File: config.mk
export PLATFORM = sky130hd
export DESIGN_NAME = player_sprite_renderer
export DESIGN_NICKNAME = d
export VERILOG_FILES = /design/src/rtl/player_sprite_renderer.sv
export SDC_FILE = /design/constraint.sdc
export NUM_CORES = 1
export LEC_CHECK = 0
export ABC_AREA = 1
export CAP_MARGIN = 10
export CORE_UTILIZATION = 45
export DETAILED_ROUTE_END_ITERATION = 8
export PLACE_DENSITY = 0.65
export SYNTH_ARGS = -nofsm -noshare
export SYNTH_HDL_FRONTEND = slang
export SYNTH_SLANG_ARGS = --single-unit
File: constraint.sdc
create_clock -name clk -period 4.7 [get_ports clk]
set_input_delay 0.94 -clock clk [delete_from_list [all_inputs] [get_ports clk]]
set_output_delay 0.94 -clock clk [all_outputs]
set_load 0.02 [all_outputs]
File: src/rtl/player_sprite_renderer.sv
// Player sprite renderer: draws the outlined player box and one obstacle box
// over a flat background, keeps the syncs aligned with the colour output
// (two pixel clocks of latency) and reports player/obstacle overlap once per frame.
module player_sprite_renderer #(
  parameter int          SPRITE_W   = 50,
  parameter int          SPRITE_H   = 50,
  parameter int          OBST_W     = 30,
  parameter int          OBST_H     = 40,
  parameter logic [15:0] PLAYER_X0  = 16'd300,
  parameter logic [15:0] PLAYER_Y0  = 16'd400,
  parameter logic [11:0] PLAYER_RGB = 12'hF80,
  parameter logic [11:0] BORDER_RGB = 12'hFFF,
  parameter logic [11:0] OBST_RGB   = 12'h0F0,
  parameter logic [11:0] BG_RGB     = 12'h008
) (
  input  logic        clk,
  input  logic        reset,
  input  logic [15:0] pix_x,
  input  logic [15:0] pix_y,
  input  logic        pix_de,
  input  logic        pix_hs,
  input  logic        pix_vs,
  input  logic [15:0] x_player,
  input  logic [15:0] y_player,
  input  logic [15:0] x_obst,
  input  logic [15:0] y_obst,
  output logic [11:0] rgb,
  output logic        hs_out,
  output logic        vs_out,
  output logic        de_out,
  output logic        collision,
  output logic [7:0]  hit_count
);

  localparam logic [16:0] SW = 17'(SPRITE_W);
  localparam logic [16:0] SH = 17'(SPRITE_H);
  localparam logic [16:0] OW = 17'(OBST_W);
  localparam logic [16:0] OH = 17'(OBST_H);

  logic        prev_vs;
  logic        frame_edge;
  logic [15:0] px, py, ox, oy;
  logic [16:0] x17, y17;
  logic [16:0] px_end, py_end, ox_end, oy_end;
  logic        in_player, on_border, in_obst;
  logic        s1_de, s1_hs, s1_vs, s1_in_player, s1_on_border, s1_in_obst;
  logic        s2_hs, s2_vs, s2_de;
  logic [11:0] colour;
  logic        frame_hit;

  assign frame_edge = pix_vs & ~prev_vs;

  // Box edges are formed at 17 bits so a box near the top of the
  // coordinate range extends past 16'hFFFF instead of wrapping to zero.
  assign x17    = {1'b0, pix_x};
  assign y17    = {1'b0, pix_y};
  assign px_end = {1'b0, px} + SW;
  assign py_end = {1'b0, py} + SH;
  assign ox_end = {1'b0, ox} + OW;
  assign oy_end = {1'b0, oy} + OH;

  assign in_player = (pix_x >= px) && (x17 < px_end) && (pix_y >= py) && (y17 < py_end);
  assign in_obst   = (pix_x >= ox) && (x17 < ox_end) && (pix_y >= oy) && (y17 < oy_end);
  assign on_border = in_player && ((pix_x == px) || (x17 == px_end - 17'd1) ||
                                   (pix_y == py) || (y17 == py_end - 17'd1));

  // Shadow positions: sampled only at the vsync rising edge so a frame never tears.
  always_ff @(posedge clk) begin
    if (reset) begin
      prev_vs <= 1'b0;
      px      <= PLAYER_X0;
      py      <= PLAYER_Y0;
      ox      <= 16'd0;
      oy      <= 16'd0;
    end else begin
      prev_vs <= pix_vs;
      if (frame_edge) begin
        px <= x_player;
        py <= y_player;
        ox <= x_obst;
        oy <= y_obst;
      end
    end
  end

  // Stage 1: register timing and the box hits for the current pixel.
  always_ff @(posedge clk) begin
    if (reset) begin
      s1_de        <= 1'b0;
      s1_hs        <= 1'b0;
      s1_vs        <= 1'b0;
      s1_in_player <= 1'b0;
      s1_on_border <= 1'b0;
      s1_in_obst   <= 1'b0;
    end else begin
      s1_de        <= pix_de;
      s1_hs        <= pix_hs;
      s1_vs        <= pix_vs;
      s1_in_player <= in_player;
      s1_on_border <= on_border;
      s1_in_obst   <= in_obst;
    end
  end

  // Colour priority: blanking, outline, player body, obstacle, background.
  always_comb begin
    colour = BG_RGB;
    if (!s1_de)            colour = 12'h000;
    else if (s1_on_border) colour = BORDER_RGB;
    else if (s1_in_player) colour = PLAYER_RGB;
    else if (s1_in_obst)   colour = OBST_RGB;
  end

  // Stage 2: register colour and the twice-delayed syncs.
  always_ff @(posedge clk) begin
    if (reset) begin
      rgb   <= 12'h000;
      s2_hs <= 1'b0;
      s2_vs <= 1'b0;
      s2_de <= 1'b0;
    end else begin
      rgb   <= colour;
      s2_hs <= s1_hs;
      s2_vs <= s1_vs;
      s2_de <= s1_de;
    end
  end

  assign hs_out = s2_hs;
  assign vs_out = s2_vs;
  assign de_out = s2_de;

  // Overlap tracking: the frame edge reports and clears, and wins over a same-cycle hit.
  always_ff @(posedge clk) begin
    if (reset) begin
      frame_hit <= 1'b0;
      collision <= 1'b0;
      hit_count <= 8'd0;
    end else if (frame_edge) begin
      collision <= frame_hit;
      frame_hit <= 1'b0;
      if (frame_hit && (hit_count != 8'd255)) hit_count <= hit_count + 8'd1;
    end else begin
      collision <= 1'b0;
      if (s1_de && s1_in_player && s1_in_obst) frame_hit <= 1'b1;
    end
  end

endmodule

==> results.json <==
{
  "ys_warn_count": 0,
  "start_kind": "primary input",
  "fill_cells": 1796,
  "path_clk_slew_ns": 0.07,
  "grt_util_met1_pct": 27.3,
  "fin_crit_ns": 3.18,
  "yosys.area.top_type_share_pct": 21.1,
  "finalSetupTns_ns": 0,
  "drc_errors": 13,
  "gr-total-overflow": 0,
  "grt_first_pass_wirelength_um": 36300,
  "cts_buffer_depth": 2,
  "synthAdderAreaFrac_pct": 19.5,
  "grt_pass1_vias": 8017,
  "place_area_um2": 9790,
  "setup_viol_count_final": 0,
  "via_count": 8242,
  "muxShareOfSynthArea_pct": 0,
  "drt-initial-drc-count": 293,
  "vias_per_cell": 5.17,
  "busiest_layer": "met2",
  "syn-num-nets": 1472,
  "p_per_area_nw_per_um2": 220,
  "violations": "DRC",
  "synth.area.top_cells": "dfxtp_1, ha_1, nand2_1",
  "synthArstFlopShare_pct": 0,
  "finClkSkew_ns": 0.00661,
  "status": "complete, but fails checks",
  "worstPathArrival_ns": 3.49,
  "critPathCaptureType": "register",
  "crit_buf_inv": 1,
  "fp.dieW_um": 138,
  "rows": 49,
  "synth_compound_area_share_pct": 12.5,
  "cts_tree": "done",
  "ir_worst_vdd_mv": 0.164,
  "crit_chain": "clkdlybuf4s50_1 > ha_1 > nand2_1 > nor2_1 > nand4_1 > nor4_1 > a211oi_1 > a31oi_1 > nand3_1 > nor2_1",
  "root_buffer": "clkbuf_16",
  "fin_area_um2": 10100,
  "synth-simple-area-share_pct": 33.5,
  "grt_start_max_net_pins": 40,
  "synth.cell_area_um2": 8340,
  "max_cap_violations": 0,
  "synth_cell_types": 43,
  "post-cts-setup-buffers": 0,
  "synth_most_common_cell": "nand2_1",
  "p_leak_nw": 4.57,
  "cts_buffers": 9,
  "met2_usage_pct": 44.1,
  "dp_cells": 1577,
  "io_buffers": 124,
  "postLayoutCoreUtil_pct": 55.8,
  "met3_usage_pct": 2.42,
  "worst_pin_slew_ns": 0.840,
  "holdPathStages": 2,
  "synth_edf_count": 0,
  "synth_top_family_by_area": "simple AND/OR/NAND/NOR gates",
  "drtPass1Iterations": 7,
  "syn_area_per_cell_um2": 6.72,
  "power_mw": 2.22,
  "core_area_um2": 18100,
  "nets": 1590,
  "worst_path_max_delay_cell": "nor4_1",
  "worstPathRequired_ns": 5.01,
  "slew-limit-headroom_pct": 43.9,
  "ys.flop_type": "dfxtp_1",
  "crit_family": "simple AND/OR/NAND/NOR gates",
  "fmax_ghz": 0.314,
  "grt_usage_pct": 23.6,
  "wl_per_cell_um": 13.5,
  "antenna_cells": 0,
  "cts_resized": 0,
  "crit_type": "in -> reg",
  "htree_num_levels": 3,
  "syn_to_final_growth_pct": 21.1,
  "drive_gt1_share_pct": 6.82,
  "synth_commonest_cells": "nand2_1, inv_1, ha_1",
  "hpwl_um": 17600,
  "die_y_um": 138,
  "reg2reg_depth": 16,
  "drt-total-wl_um": 21600,
  "finalMaxSlewViolations": 0,
  "fp.dieArea_um2": 19100,
  "io_pins": 125,
  "clkLatencyLatePin_ns": 0.36,
  "antenna_found_initial": 0,
  "hold_buffers": 0,
  "gp_congestion": 0.855,
  "ys_seq_area_share_pct": 21.1,
  "crit_top_cell": "nor2_1",
  "path_depth": 10,
  "min_path_type": "reg -> reg",
  "final_cell_count_no_fill": 1593,
  "drtAntennaViolNets": 0,
  "slowest_delay_ns": 0.64,
  "yosys.area_share.xor_xnor_pct": 4.85,
  "syn_inst": 1241,
  "finalHoldViolCount": 0,
  "crit_fanout": 5,
  "yosysTopAreaCell": "dfxtp_1",
  "cts_sinks": 88,
  "synth_seq_cells": 88,
  "fin_crit_sh_pct": 67.8,
  "start_util_pct": 46.1,
  "rsz0062_at_grt": "no"
}
per-layer routing:
metal | wire (um) | vias up
li1 | - | 4344
met1 | 9500 | 3734
met2 | 10700 | 133
met3 | 770 | 31
met4 | 574 | 0
met5 | 0 | -
final cells by class:
type | count | area, um^2 | area share, %
clock buffers | 9 | 225 | 2.23
clock inverters | 7 | 75.1 | 0.744
inverters | 163 | 612 | 6.06
multi-input cells | 970 | 5870 | 58.1
flip-flops and latches | 88 | 1760 | 17.5
well taps | 229 | 287 | 2.84
repair buffers | 127 | 1260 | 12.5
state kept, by name, indices dropped and copies added, names as in the netlist, 5 cells and up:
signal / count
hit_count: 8
ox: 16
oy: 16
px: 16
py: 16
rgb: 5
tightest hold or removal path, delay by kind of cell (launching register included):
kind	cells	cell delay, ns
buffers and inverters	1	0.04
flip-flops	1	0.30
AND/OR/NAND/NOR	1	0.03
cell families (layout without fill, tap and decap cells):
| group | Yosys count | count (layout) |
|---|---|---|
| DFF | 88 | 88 |
| xor gates and xnor gates | 36 | 36 |
| adders and majority gates | 130 | 130 |
| and+or+nand+nor | 609 | 609 |
| AOI/OAI and AO/OA | 195 | 195 |
| buffers and inverters | 183 | 306 |
worst paths after layout:
kind	to	start	slack (ns)
min reg2reg	hs_out	s1_hs	0.41
max	s1_on_border	pix_x[15]	1.52
max reg2reg	s1_on_border	px[1]	1.78
min	hs_out	s1_hs	0.41
power breakdown:
group	switching, mW	internal, mW	total (mW)
clock network	0.365	0.376	0.741
registers	0.0340	0.782	0.816
logic	0.379	0.288	0.667
stage by stage:
stage | hold WS, ns | worst slack [ns]
finish | 0.407 | 1.52
detailed placement | 0.399 | 1.09
global route | 0.425 | 1.29
global placement | 0.392 | 1.07
CTS | 0.409 | 1.46
floorplan | 0.388 | 2.25
cell usage in the layout (no fill, tap or decap), types with 7 or more instances in the layout:
| cell | instances |
|---|---|
| a21oi_1 | 77 |
| clkbuf_16 | 9 |
| clkdlybuf4s50_1 | 124 |
| dfxtp_1 | 88 |
| ha_1 | 130 |
| inv_1 | 148 |
| inv_2 | 13 |
| nand2_1 | 319 |
| nand2_2 | 23 |
| nand2_4 | 7 |
| nand3_1 | 79 |
| nand3b_1 | 12 |
| nand4_1 | 27 |
| nor2_1 | 89 |
| nor2_2 | 12 |
| nor2_4 | 7 |
| nor3_1 | 19 |
| o21ai_0 | 88 |
| xor2_1 | 27 |
Note: power is estimated with default switching activity, not from simulation.
